## src/rtl/mcu_spi_pkg.sv

```systemverilog
// Shared types and constants for the MCU SPI bridge.
package mcu_spi_pkg;

  localparam int unsigned BYTE_W = 8;
  localparam int unsigned CNT_W  = 3;

  // Frame position: idle, expecting target id, expecting command, data bytes.
  typedef enum logic [1:0] {
    IDLE    = 2'd0,
    TARGET  = 2'd1,
    COMMAND = 2'd2,
    DATA    = 2'd3
  } state_t;

  // Well-known target ids.
  localparam logic [BYTE_W-1:0] SYS = 8'd0;
  localparam logic [BYTE_W-1:0] HID = 8'd1;
  localparam logic [BYTE_W-1:0] OSD = 8'd2;
  localparam logic [BYTE_W-1:0] SDC = 8'd3;

endpackage

```

## src/rtl/spi_sync.sv

```systemverilog
// Three-flop synchronizer; exposes stages 2 and 3 for edge detection.
module spi_sync #(
  parameter logic RESET_VAL = 1'b0
) (
  input  logic clk,
  input  logic reset,
  input  logic d,
  output logic q2,
  output logic q3
);

  logic q1;

  // Shift the asynchronous input through the flop chain.
  always_ff @(posedge clk) begin
    if (reset) begin
      q1 <= RESET_VAL;
      q2 <= RESET_VAL;
      q3 <= RESET_VAL;
    end else begin
      q1 <= d;
      q2 <= q1;
      q3 <= q2;
    end
  end

endmodule

```

## src/rtl/mcu_spi_bridge.sv

```systemverilog
// SPI slave that routes framed bytes (target, command, data...) to MCU targets.
module mcu_spi_bridge
  import mcu_spi_pkg::*;
#(
  parameter int unsigned TARGETS = 4
) (
  input  logic                  clk,
  input  logic                  reset,
  input  logic                  spi_io_ss,
  input  logic                  spi_io_clk,
  input  logic                  spi_io_din,
  output logic                  spi_io_dout,
  output logic [TARGETS-1:0]    mcu_strobe,
  output logic                  mcu_start,
  output logic [BYTE_W-1:0]     mcu_dout,
  input  logic [8*TARGETS-1:0]  mcu_din
);

  logic ss_q2, ss_q3, sck_q2, sck_q3, din_q2, din_unused;

  spi_sync #(.RESET_VAL(1'b1)) u_sync_ss (
    .clk(clk), .reset(reset), .d(spi_io_ss), .q2(ss_q2), .q3(ss_q3)
  );
  spi_sync #(.RESET_VAL(1'b0)) u_sync_sck (
    .clk(clk), .reset(reset), .d(spi_io_clk), .q2(sck_q2), .q3(sck_q3)
  );
  spi_sync #(.RESET_VAL(1'b0)) u_sync_din (
    .clk(clk), .reset(reset), .d(spi_io_din), .q2(din_q2), .q3(din_unused)
  );

  logic ss_fall, ss_rise, sck_rise, sck_fall;
  assign ss_fall  = ~ss_q2 &  ss_q3;
  assign ss_rise  =  ss_q2 & ~ss_q3;
  assign sck_rise =  sck_q2 & ~sck_q3;
  assign sck_fall = ~sck_q2 &  sck_q3;

  state_t              state, state_next;
  logic [CNT_W-1:0]    bit_cnt;
  logic [BYTE_W-1:0]   rx_shift, tx_shift, target_id;
  logic [1:0]          flush_cnt;
  logic                armed, load_pend;

  logic                byte_done, target_valid, frame_clear;
  logic [BYTE_W-1:0]   rx_byte, reply;
  logic [TARGETS-1:0]  strobe_nxt;
  logic                start_nxt;
  logic [BYTE_W-1:0]   dout_nxt;

  assign rx_byte      = {rx_shift[BYTE_W-2:0], din_q2};
  assign byte_done    = (state != IDLE) && sck_rise && (bit_cnt == 3'd7) && !ss_rise;
  assign target_valid = (target_id < 8'(TARGETS));
  assign frame_clear  = (state == IDLE) || (state_next == IDLE);

  // State register.
  always_ff @(posedge clk) begin
    if (reset) state <= IDLE;
    else       state <= state_next;
  end

  // Next-state logic and strobe decode for the byte being completed.
  always_comb begin
    state_next = state;
    strobe_nxt = '0;
    start_nxt  = 1'b0;
    dout_nxt   = '0;
    reply      = '0;
    case (state)
      IDLE:    if (ss_fall && armed) state_next = TARGET;
      TARGET:  if (byte_done) state_next = COMMAND;
      COMMAND: if (byte_done) state_next = DATA;
      DATA:    state_next = DATA;
      default: state_next = IDLE;
    endcase
    if (ss_rise) state_next = IDLE;

    for (int i = 0; i < int'(TARGETS); i++) begin
      if (target_id == 8'(i)) reply = mcu_din[8*i +: 8];
    end

    if (byte_done && target_valid && (state == COMMAND || state == DATA)) begin
      for (int i = 0; i < int'(TARGETS); i++) begin
        strobe_nxt[i] = (target_id == 8'(i));
      end
      start_nxt = (state == COMMAND);
      dout_nxt  = rx_byte;
    end
  end

  // Datapath: receive/transmit shift registers, counters and MCU outputs.
  always_ff @(posedge clk) begin
    if (reset) begin
      bit_cnt    <= '0;
      rx_shift   <= '0;
      tx_shift   <= '0;
      target_id  <= '0;
      flush_cnt  <= '0;
      armed      <= 1'b0;
      load_pend  <= 1'b0;
      mcu_strobe <= '0;
      mcu_start  <= 1'b0;
      mcu_dout   <= '0;
    end else begin
      // Ignore SS until the synchronizer holds real pin values and SS is seen high.
      if (flush_cnt != 2'd3) flush_cnt <= flush_cnt + 2'd1;
      else if (ss_q3)        armed     <= 1'b1;

      mcu_strobe <= strobe_nxt;
      mcu_start  <= start_nxt;
      mcu_dout   <= dout_nxt;
      load_pend  <= |mcu_strobe;

      if (frame_clear) begin
        bit_cnt  <= '0;
        rx_shift <= '0;
      end else if (sck_rise) begin
        rx_shift <= rx_byte;
        bit_cnt  <= bit_cnt + 3'd1;
      end

      if (state == TARGET && byte_done) target_id <= rx_byte;

      // Byte-boundary falling edge (count wrapped to 0) must not shift out the new MSB.
      if (frame_clear)                      tx_shift <= '0;
      else if (load_pend)                   tx_shift <= reply;
      else if (sck_fall && bit_cnt != 3'd0) tx_shift <= {tx_shift[BYTE_W-2:0], 1'b0};
    end
  end

  assign spi_io_dout = tx_shift[BYTE_W-1];

endmodule

```

## config.mk

```make
export PLATFORM = sky130hd
export DESIGN_NAME = mcu_spi_bridge
export DESIGN_NICKNAME = d
export VERILOG_FILES = /design/src/rtl/mcu_spi_pkg.sv /design/src/rtl/spi_sync.sv /design/src/rtl/mcu_spi_bridge.sv
export SDC_FILE = /design/constraint.sdc
export NUM_CORES = 1
export LEC_CHECK = 0
export ABC_AREA = 1
export BUFFER_PORTS_ARGS = -buffer_cell sky130_fd_sc_hd__buf_4
export CAP_MARGIN = 40
export CORE_MARGIN = 2
export CORE_UTILIZATION = 53
export CTS_CLUSTER_SIZE = 10
export DETAILED_ROUTE_END_ITERATION = 16
export PLACE_DENSITY_LB_ADDON = 0.3
export SLEW_MARGIN = 15
export SYNTH_ARGS = -nofsm -noshare
export SYNTH_HDL_FRONTEND = slang
export SYNTH_SLANG_ARGS = --single-unit
```

## constraint.sdc

```tcl
create_clock -name clk -period 1.65 [get_ports clk]
set_input_delay 0.165 -clock clk [delete_from_list [all_inputs] [get_ports clk]]
set_output_delay 0.165 -clock clk [all_outputs]
set_load 0.01 [all_outputs]
```

== Word level (Yosys, flattened, before mapping) ==
Cells that the tools add are included.

* Output and inout port bits: 14
* Logic and storage cells: 72
* Input port bits: 37
* Register bits after elaboration: 53

* Reductions and logical operators: 21
* Muxes and demuxes: 11
* Add/subtract/negate cells: 2
* $lt $le $gt $ge: 1
* Equality and inequality tests: 8
* Bitwise logic cells: 10

{| class="wikitable"
|+ Operators with widths
! kind !! count
|-
| $mux W8 || 6
|-
| $eq A8 B2 Y1 const B || 2
|-
| $eq A8 B1 Y1 const B || 1
|-
| $logic_and A1 B1 Y1 || 8
|-
| $logic_not A8 Y1 || 1
|-
| $lt A8 B3 Y1 const B || 1
|-
| $mux W2 || 4
|-
| $pmux W2 S4 || 1
|-
| $not A1 Y1 || 6
|-
| $and A1 B1 Y1 || 4
|-
| $eq A2 B2 Y1 const B || 2
|-
| $logic_not A2 Y1 || 2
|-
| $reduce_bool A2 Y1 || 2
|-
| $reduce_or A2 Y1 || 2
|-
| $reduce_or A4 Y1 || 1
|-
| $add A3 B1 Y3 const B || 1
|-
| $eq A3 B3 Y1 const B || 1
|-
| $reduce_bool A3 Y1 || 1
|-
| $add A2 B1 Y2 const B || 1
|-
| $eq A2 B1 Y1 const B || 1
|-
| $logic_or A1 B1 Y1 || 2
|-
| $ne A2 B2 Y1 const B || 1
|-
| $reduce_and A2 Y1 || 1
|-
| $logic_not A1 Y1 || 1
|}

== Longest topological paths before layout ==
Gate-level depths: netlist (run 1).

* Depth in word-level cells: 11
* Depth in mapped cells: 9
* Depth with buffers taken out: 9

== Modules after synthesis ==
A second synthesis (run 1) with hierarchy kept.

* Cell total of the unflattened synthesis: 283
* Area, all modules: 2,173.3 um2

{| class="wikitable"
|+ Modules (own cells, without submodules)
! module !! seq. area each (um2) !! instances !! cells each !! area each (um2)
|-
| mcu_spi_bridge || 900.9 || 1 || 255 || 1,919.3
|-
| spi_sync (u_sync_din ...) || 60.1 || 2 || 9 || 82.6
|-
| spi_sync (u_sync_ss) || 60.1 || 1 || 10 || 88.8
|}

== Least setup slack after synthesis (run 1) ==
No wires, ideal clock.

* Path kind: register to register
* Start: register bit_cnt[0]
* End: register target_id[2]
* Data required time: 1.534 ns
* Clock period less this slack: 1.382 ns
* Path buffers: 1
* Arrival: 1.266 ns
* Library setup time: 0.116 ns
* Setup slack: 0.268 ns
* Stages on the path, launching flop included: 9
* Cells stage by stage: dfxtp_1 ha_1 ha_1 nand3_1 nor2_4 nand3_2 buf_6 o21ai_1 a21oi_1

* Cells in the longest elaborated chain, start to end: 4

{| class="wikitable"
|+ Ends and longest elaborated chain
! what !! line !! RTL
|-
| start: declaration || mcu_spi_bridge.sv:38 || <nowiki>logic [CNT_W-1:0] bit_cnt;</nowiki>
|-
| start signal: assignment || mcu_spi_bridge.sv:117 || <nowiki>bit_cnt <= bit_cnt + 3'd1;</nowiki>
|-
| $eq A3 B3 Y1 || mcu_spi_bridge.sv:50 || <nowiki>assign byte_done = (state != IDLE) && sck_rise && (bit_cnt == 3'd7) && !ss_rise;</nowiki>
|-
| $logic_and A1 B1 Y1 (2 in series) || mcu_spi_bridge.sv:50 ||
|-
| $logic_and A1 B1 Y1 || mcu_spi_bridge.sv:120 || <nowiki>if (state == TARGET && byte_done) target_id <= rx_byte;</nowiki>
|-
| end signal: assignment || mcu_spi_bridge.sv:120 ||
|-
| end: declaration || mcu_spi_bridge.sv:39 || <nowiki>logic [BYTE_W-1:0] rx_shift, tx_shift, target_id;</nowiki>
|}

Every way passes these cells.
A chain may end at the register's enable or synchronous reset.

== Worst setup path in the final report (run 1) ==
* Start: register bit_cnt[0]
* End: register tx_shift[1]

* Cells in the longest elaborated chain, start to end: 9
* Elaborated cells between the ends (all ways): 13
* Those cells by class: eq/ne (1); mux (4); reduce/logical (8)

{| class="wikitable"
|+ Ends and longest elaborated chain
! what !! line !! RTL
|-
| $eq A3 B3 Y1 || mcu_spi_bridge.sv:50 ||
|-
| $logic_and A1 B1 Y1 (2 in series) || mcu_spi_bridge.sv:50 ||
|-
| $mux W2 (on tied branches) || mcu_spi_bridge.sv:70, mcu_spi_bridge.sv:69 ||
|-
| $pmux W2 S4 || mcu_spi_bridge.sv:67 || <nowiki>case (state)</nowiki>
|-
| $mux W2 || mcu_spi_bridge.sv:74 || <nowiki>if (ss_rise) state_next = IDLE;</nowiki>
|-
| $logic_not A2 Y1 || mcu_spi_bridge.sv:52 || <nowiki>assign frame_clear = (state == IDLE) || (state_next == IDLE);</nowiki>
|-
| $logic_or A1 B1 Y1 || mcu_spi_bridge.sv:52 ||
|-
| $reduce_or A2 Y1 (no source line) || n/a ||
|-
| end signal: assignment || mcu_spi_bridge.sv:124 || <nowiki>else if (load_pend) tx_shift <= reply;</nowiki>
|-
| end signal: assignment || mcu_spi_bridge.sv:125 || <nowiki>else if (sck_fall && bit_cnt != 3'd0) tx_shift <= {tx_shift[BYTE_W-2:0], 1'b0};</nowiki>
|-
| end: declaration || mcu_spi_bridge.sv:39 ||
|}

Several ways; a longest one is shown, not always the timed one.

==> flow_summary.yaml, run 1 <==
run_status:
  status: "finished, final reports clean"
placed_design:
  gp_congestion: 0.867
  numPortBuffers: 50
  dpl_cell_area_um2: 2710
  post-dp-hpwl_um: 3980
min_path:
  holdPathEnd: "u_sync_ss.q1$_SDFF_PP1_"
  whs_path_depth: 2
  min_from: "spi_io_ss"
  holdCritPathClass: "in2reg"
yosys:
  async_reset_ff_share_pct: 0
  ys.warnings.count: 0
  syn_area_um2: 2290
  synth_area_per_cell_um2: 7.63
  synth_cell_types: 32
  syn_inst: 300
  ys_seq_elements: 53
  ys_seq_area_share_pct: 46.4
  synth_ff_type: "dfxtp_1"
  synth_edf_count: 0
  synth_fp_nets: 341
power:
  seqPwrFrac_pct: 61.2
  peakVddDrop_mv: 0.533
  swShare_pct: 21.9
  power_density_nw_per_um2: 761
  internal_power_mw: 1.67
  p_sw_mw: 0.469
  power_frac_clock_pct: 32.3
  combPwrFrac_pct: 6.4
  leakage_nw: 1.26
final_layout:
  final_area_um2: 2810
  drive_above_1_share_pct: 25.1
  fin_util_pct: 68.8
  antenna_cells: 0
  nNetsFinal: 394
  area_delta_synth_final_pct: 22.9
timing:
  tightest_slew_ns: 0.372
  setup_tns_ns: 0
  max_slew_margin_pct: 75.1
  post-route-min-period_ns: 1.49
  finalSetupViolCount: 0
  skew_ns: 0.00760
  period_share_pct: 90.1
  grt_setup_unrepaired: "no"
  max_freq_ghz: 0.673
  hold_viol_final: 0
  drv_slew: 0
global_routing:
  grt_max_degree: 17
  grt_use_total_pct: 22.4
  antenna_found_initial: 0
  grt_pass1_wl_um: 8740
  grt_pass1_vias: 1991
  overflow: 0
drt:
  routed_via_density: 5.08
  vias: 2054
  routed_wl_um: 5170
  wire_per_inst_um: 12.8
  ant_nets: 0
  drt_iter0_markers: 78
  first_pass_iters: 4
  drcViolationCount: 0
setup_path:
  crit_path_max_fanout: 7
  cp_common_cell: "inv_1"
  cp.arrival_ns: 1.68
  r2r-end: "tx_shift[1]$_SDFFE_PP0P_"
  startpoint_type: "flip-flop"
  cp_num_buf_inv: 2
  crit_path_end_kind: "flip-flop"
  critical-path-top-delay-family: "compound AO/OA/AOI/OAI gates"
  r2r_start: "bit_cnt[0]$_SDFFE_PP0N_"
  ff2ff_setup_slack_ns: 0.16
  cp_slowest_stage_delay_ns: 0.34
  cpMaxStageDelayCell: "dfxtp_2"
  required_ns: 1.85
  setup.worst_path.class: "reg2reg"
  path_cells: "inv_1 -> ha_1 -> inv_1 -> o211ai_2 -> nand2_1 -> o21ai_0 -> a21oi_2"
  reg2regPathDepth: 7
clock_network:
  cts_buffer_depth: 2
  clock-sinks: 53
  cts_setup_buffers: 0
  tritoncts: "built"
  cts_root_buffer: "clkbuf_8"
  clk_latency_ns: 0.30
  cts.clk_slew.worst_paths_ns: 0.09
  cts_buffers: 5
  cts_max_level: 2
die:
  ioPinCount: 51
  die_h_um: 69.7
  die_area_um2: 4860
  initial_utilization_pct: 56.0
  num_rows: 23
  die_x_um: 69.7
  core-area_um2: 4090
job:
  maxCapViolCount: 0
==> synthesized netlist by cell type (2+ instances only) <==
library cell   n  area, um2
or2_2          2       12.5
buf_2          5       25.0
nand2_2        2       12.5
nor2_4         5       56.3
nand3_1       25        125
dfxtp_1       53       1060
a21oi_2        4       35.0
o21ai_0       24        120
nor2_2         3       18.8
o21ai_1        7       35.0
nand2_1       45        169
a21oi_1       24        120
buf_6          2       22.5
inv_1         38        143
ha_1           4       50.1
nor2_1        40        150
nor3_1         2       10.0
==> worst reg2reg max path, cell delays in order, from the launching register on <==
cell,delay (ns)
dfxtp_2,0.34
inv_1,0.06
ha_1,0.14
inv_1,0.05
o211ai_2,0.26
nand2_1,0.21
o21ai_0,0.29
a21oi_2,0.04
==> logic make-up (layout without fill, tap and decap cells) <==
family                   count (synthesis)  after routing  share of synthesized area [%]
AND/OR/NAND/NOR                        130            130                           26.7
AO/OA/AOI/OAI                           63             63                           15.2
flip-flops                              53             53                           46.4
buffers and inverters                   49            103                           9.13
adder cells (fa/ha/maj)                  4              4                           2.19
XOR/XNOR                                 1              1                          0.383
==> per-stage QoR <==
stage | instances | hold WS (ns) | power, mW | worst slack (ns)
after detailed placement | 396 | 0.351 | 1.48 | 0.0620
after CTS | 404 | 0.0349 | 2.16 | 0.0483
after floorplan | 300 | 0.269 | 1.39 | 0.268
after global routing | 404 | 0.0375 | 2.25 | 0.0228
after global placement | 396 | 0.350 | 1.47 | 0.134
final | 404 | 0.0428 | 2.14 | 0.164
==> power by group through the flow <==
| stage | Clock [mW] | Combinational (mW) | Sequential (mW) |
|---|---|---|---|
| after global placement | 0 | 0.131 | 1.34 |
| after detailed placement | 0 | 0.137 | 1.34 |
| after global routing | 0.771 | 0.159 | 1.31 |
| after floorplan | 0 | 0.0564 | 1.34 |
| after CTS | 0.717 | 0.137 | 1.31 |
| final | 0.692 | 0.138 | 1.31 |
==> registers in the layout (all words and copies together) (netlist names), 2 cells and up <==
name        flops
flush_cnt       2
rx_shift        7
tx_shift        8
bit_cnt         3
state           2
mcu_dout        8
mcu_strobe      4
target_id       8
==> layer usage <==
layer,track usage [%],share of wire (%),up-vias
li1,-,-,1067
met1,25.4,41,914
met2,41.1,51,64
met3,4.94,5.9,9
met4,8.12,2.2,0
met5,0,0,-
==> how the worst max path moves through the flow <==
stage                                 start  depth (start not counted)                        end  slack, ns
floorplan           bit_cnt[0]$_SDFFE_PP0N_                          8  target_id[2]$_SDFFE_PP0P_       0.27
global placement    bit_cnt[0]$_SDFFE_PP0N_                          8  target_id[7]$_SDFFE_PP0P_       0.13
detailed placement  bit_cnt[0]$_SDFFE_PP0N_                          8  target_id[6]$_SDFFE_PP0P_       0.06
CTS                 bit_cnt[0]$_SDFFE_PP0N_                          8  target_id[5]$_SDFFE_PP0P_       0.05
global route        bit_cnt[0]$_SDFFE_PP0N_                          7   tx_shift[4]$_SDFFE_PP0P_       0.02
finish              bit_cnt[0]$_SDFFE_PP0N_                          7   tx_shift[1]$_SDFFE_PP0P_       0.16
==> placed cells by master, fill, tap and decap left out, types with 2 or more instances in the layout <==
master and n:
dfxtp_1 52, nor3_1 2, a21oi_1 24, nand3_1 25
nor2_2 3, ha_1 4, o21ai_1 7, nor2_4 5
nand2_2 2, o21ai_0 24, clkinv_2 3, buf_4 55
inv_1 37, clkbuf_8 5, or2_2 2, nor2_1 40
a21oi_2 4, nand2_1 45
==> layout make-up <==
| cell class | count | area [um2] |
|---|---|---|
| Fill cell | 364 | 1270 |
| Tap cell | 50 | 62.6 |
| Clock buffer | 5 | 68.8 |
| Sequential cell | 53 | 1060 |
| Multi-Input combinational cell | 198 | 1030 |
| Timing Repair Buffer | 55 | 413 |
| Inverter | 40 | 154 |
| Clock inverter | 3 | 17.5 |
==> repair_timing <==
item,in CTS,in global routing
endpoints found under the setup margin,0,12
hold buffers,0,0
resized for setup,0,4
Power figures use the tool's default switching activity.
==> run 2, diff against run 1 <==
- MAX_ROUTING_LAYER: unset -> met4
==> flow_summary.yaml, run 2 (synthesized netlist as in run 1, its figures left out) <==
setup_path:
  reg2regPathDepth: 7
  startpoint_type: "flip-flop"
  crit_path_end_kind: "flip-flop"
  cpMaxStageDelayCell: "dfxtp_2"
  required_ns: 1.85
  cp_slowest_stage_delay_ns: 0.34
  path_cells: "inv_1 -> ha_1 -> inv_1 -> o211ai_2 -> nand2_1 -> o21ai_0 -> a21oi_2"
  ff2ff_setup_slack_ns: 0.17
  critical-path-top-delay-family: "compound AO/OA/AOI/OAI gates"
  crit_path_max_fanout: 7
  cp_common_cell: "inv_1"
  cp.depth: 7
  cp_num_buf_inv: 2
  setup.worst_path.class: "reg2reg"
  r2r_start: "bit_cnt[0]$_SDFFE_PP0N_"
  cp.arrival_ns: 1.68
  r2r-end: "tx_shift[1]$_SDFFE_PP0P_"
placed_design:
  gp_congestion: 0.881
  post-dp-hpwl_um: 3980
  dpl_cell_area_um2: 2710
  numPortBuffers: 50
final_layout:
  nNetsFinal: 394
  final_area_um2: 2810
  mostFrequentLayoutCells: "55 x buf_4, 52 x dfxtp_1, 45 x nand2_1"
  fin_util_pct: 68.8
  drive_above_1_share_pct: 25.1
  final_common_cell: "buf_4"
  antenna_cells: 0
  reg_top3: "mcu_dout (8), target_id (8), tx_shift (8)"
  area_delta_synth_final_pct: 22.9
die:
  initial_utilization_pct: 56.0
  core-area_um2: 4090
  num_rows: 23
  ioPinCount: 51
  die_h_um: 69.7
  die_area_um2: 4860
  die_x_um: 69.7
min_path:
  holdCritPathClass: "in2reg"
  min_from: "spi_io_ss"
  whs_path_depth: 2
  holdPathEnd: "u_sync_ss.q1$_SDFF_PP1_"
power:
  leakage_nw: 1.26
  power_density_nw_per_um2: 761
  peakVddDrop_mv: 0.527
  finalPower_mw: 2.14
timing:
  setup_tns_ns: 0
  grt_setup_unrepaired: "no"
  holdWs_ns: 0.0444
  skew_ns: 0.00915
  max_freq_ghz: 0.674
  drv_slew: 0
  tightest_slew_ns: 0.374
  max_slew_margin_pct: 75.1
  post-route-min-period_ns: 1.48
  hold_viol_final: 0
  finalSetupViolCount: 0
  period_share_pct: 90.0
clock_network:
  cts.clk_slew.worst_paths_ns: 0.09
  post_cts_resize_count: 0
  cts_root_buffer: "clkbuf_8"
  cts_buffers: 5
  cts_setup_buffers: 0
  tritoncts: "built"
  cts_max_level: 2
  hold_buffers: 0
  clk_latency_ns: 0.30
  cts_buffer_depth: 2
  clock-sinks: 53
global_routing:
  grt_pass1_wl_um: 8750
  grt_pass1_vias: 1987
  grt_use_total_pct: 23.1
  grt_max_degree: 17
  overflow: 0
  antenna_found_initial: 0
drt:
  drt_iter0_markers: 75
  first_pass_iters: 4
  drcViolationCount: 0
  ant_nets: 0
  routed_wl_um: 5170
  vias: 2060
  routed_via_density: 5.10
  wire_per_inst_um: 12.8
run_status:
  status: "finished, final reports clean"
job:
  maxCapViolCount: 0
run 2: metal layers:
layer  vias to the layer above  track usage (%)  routed length (um)
li1                       1069                -                   -
met1                       913             25.5                2100
met2                        69             41.1                2640
met3                         9             4.94                 325
met4                         0             8.12                 114
met5                         -                -                   0
run 2: layout make-up:
| cell class | count | area [um2] |
|---|---|---|
| Inverter | 40 | 154 |
| Multi-Input combinational cell | 198 | 1030 |
| Clock inverter | 3 | 17.5 |
| Tap cell | 50 | 62.6 |
| Clock buffer | 5 | 68.8 |
| Sequential cell | 53 | 1060 |
| Fill cell | 364 | 1270 |
| Timing Repair Buffer | 55 | 413 |
run 2: how the worst max path moves through the flow:
| stage | startpoint | end |
|---|---|---|
| finish | bit_cnt[0]$_SDFFE_PP0N_ | tx_shift[1]$_SDFFE_PP0P_ |
| global route | bit_cnt[0]$_SDFFE_PP0N_ | tx_shift[4]$_SDFFE_PP0P_ |
| CTS | bit_cnt[0]$_SDFFE_PP0N_ | target_id[5]$_SDFFE_PP0P_ |
| detailed placement | bit_cnt[0]$_SDFFE_PP0N_ | target_id[6]$_SDFFE_PP0P_ |
| global placement | bit_cnt[0]$_SDFFE_PP0N_ | target_id[7]$_SDFFE_PP0P_ |
| floorplan | bit_cnt[0]$_SDFFE_PP0N_ | target_id[2]$_SDFFE_PP0P_ |
run 2: per-stage QoR:
step	setup slack [ns]	std cells
floorplan	0.268	300
global route	0.0228	404
finish	0.165	404
detailed placement	0.0620	396
CTS	0.0483	404
global placement	0.134	396
run 2: power by group:
part	total, mW	internal, mW	switching (mW)	leakage, nW
logic	0.138	0.0800	0.0576	0.782
registers	1.31	1.30	0.0121	0.429
clock network	0.691	0.293	0.398	0.0439
total	2.14	1.67	0.467	1.26
run 2: worst register-to-register path: stages, from the launching register on:
cell and delay [ns]:
dfxtp_2 0.34, inv_1 0.06, ha_1 0.14, inv_1 0.05
o211ai_2 0.26, nand2_1 0.21, o21ai_0 0.29, a21oi_2 0.04
==> run 3, diff against run 2 <==
- CORE_ASPECT_RATIO: unset -> 1.4
==> flow_summary.yaml, run 3 (synthesized netlist as in run 1, its figures left out) <==
run_status:
  status: "finished, final reports clean"
clock_network:
  cts_buffer_depth: 2
  cts_root_buffer: "clkbuf_8"
  clk_latency_ns: 0.30
  cts.clk_slew.worst_paths_ns: 0.08
  hold_buffers: 0
  cts_max_level: 2
  cts_buffers: 5
  clock-sinks: 53
  tritoncts: "built"
global_routing:
  overflow: 0
  grt_pass1_wl_um: 7790
  antenna_found_initial: 0
  grt_max_degree: 15
  grt_pass1_vias: 1867
  grt_use_total_pct: 22.4
final_layout:
  nNetsFinal: 396
  final_common_cell: "buf_4"
  area_delta_synth_final_pct: 22.7
  drive_above_1_share_pct: 25.1
  antenna_cells: 0
  fin_util_pct: 66.8
  reg_top3: "mcu_dout (8), target_id (8), tx_shift (8)"
  mostFrequentLayoutCells: "57 x buf_4, 52 x dfxtp_1, 45 x nand2_1"
timing:
  tightest_slew_ns: 0.349
  period_share_pct: 91.4
  holdWs_ns: 0.0465
  post-route-min-period_ns: 1.51
  finalSetupViolCount: 0
  skew_ns: 0.00712
  setup_tns_ns: 0
  hold_viol_final: 0
  max_freq_ghz: 0.663
  drv_slew: 0
  max_slew_margin_pct: 76.7
  grt_setup_unrepaired: "no"
setup_path:
  startpoint_type: "flip-flop"
  cp.arrival_ns: 1.75
  crit_path_end_kind: "flip-flop"
  path_cells: "ha_1 -> ha_1 -> nand3_1 -> nor2_4 -> nand3_4 -> inv_2 -> o21ai_0 -> nor2_1"
  crit_path_max_fanout: 12
  setup.worst_path.class: "reg2reg"
  cpMaxStageDelayCell: "dfxtp_1"
  critical-path-top-delay-family: "simple AND/OR/NAND/NOR gates"
  required_ns: 1.89
  cp_slowest_stage_delay_ns: 0.36
  cp_common_cell: "ha_1"
  cp_num_buf_inv: 1
die:
  initial_utilization_pct: 54.4
  die_area_um2: 4870
  ioPinCount: 51
  core-area_um2: 4200
  die_x_um: 59.5
  num_rows: 28
  die_h_um: 81.8
power:
  swShare_pct: 21.0
  power_density_nw_per_um2: 747
  seqPwrFrac_pct: 62.4
  internal_power_mw: 1.66
  p_sw_mw: 0.441
  peakVddDrop_mv: 0.603
  leakage_nw: 1.26
  power_frac_clock_pct: 31.2
  combPwrFrac_pct: 6.4
placed_design:
  numPortBuffers: 50
  post-dp-hpwl_um: 3900
  gp_congestion: 0.873
job:
  maxCapViolCount: 0
drt:
  first_pass_iters: 4
  ant_nets: 0
  drcViolationCount: 0
  routed_via_density: 5.17
  wire_per_inst_um: 12.6
  drt_iter0_markers: 98
  routed_wl_um: 5050
  vias: 2064
min_path:
  holdCritPathClass: "in2reg"
[run 3: cell types whose count changed in the layout (fill, tap and decap cells not counted), sizes merged]
cell	previous run	this run
buf	55	57
clkinv	3	2
clkinvlp	1	0
[run 3: path summary, 6_finish.rpt]
| check | from | to | slack [ns] | cells after the start |
|---|---|---|---|---|
| max | bit_cnt[1]$_SDFFE_PP0N_ | target_id[5]$_SDFFE_PP0P_ | 0.14 | 8 |
| min | spi_io_ss | u_sync_ss.q1$_SDFF_PP1_ | 0.05 | 2 |
| max reg2reg | bit_cnt[1]$_SDFFE_PP0N_ | target_id[5]$_SDFFE_PP0P_ | 0.14 | 8 |
| min reg2reg | u_sync_din.q1$_SDFF_PP0_ | u_sync_din.q2$_SDFF_PP0_ | 0.41 | 2 |
[run 3: final cells by class]
type / count / area, um2
fill: 383 / 1400
multi-input combinational: 198 / 1030
timing repair buffer: 57 / 428
tap: 45 / 56.3
inverter: 40 / 154
clock inverter: 1 / 5.00
sequential: 53 / 1060
clock buffer: 5 / 68.8
[run 3: timing repair]
action / CTS / global route
setup endpoints to repair: 0 / 22
gates resized for setup: 0 / 6
setup buffers: 0 / 2
[run 3: metrics by stage]
step | setup slack, ns | cell area, um2 | cells | power, mW
3_5_place_dp | 0.0241 | 2700 | 391 | 1.47
2_1_floorplan | 0.268 | 2290 | 300 | 1.39
6_report | 0.141 | 2810 | 399 | 2.10
3_3_place_gp | 0.153 | 2700 | 391 | 1.47
5_1_grt | 0.0226 | 2810 | 399 | 2.19
4_1_cts | 0.00899 | 2780 | 397 | 2.12
[run 3: layer usage]
metal / wire length [um] / track usage [%]
met1: 1960 / 20.4
met2: 2680 / 42.9
met3: 263 / 4.88
met4: 142 / 10.2
met5: 0 / -
[run 3: power groups by stage]
stage	Sequential (mW)	Clock, mW	Combinational [mW]
after floorplan	1.34	0	0.0564
after global placement	1.34	0	0.130
after detailed placement	1.34	0	0.133
after CTS	1.31	0.671	0.134
after global routing	1.31	0.723	0.149
final	1.31	0.655	0.134
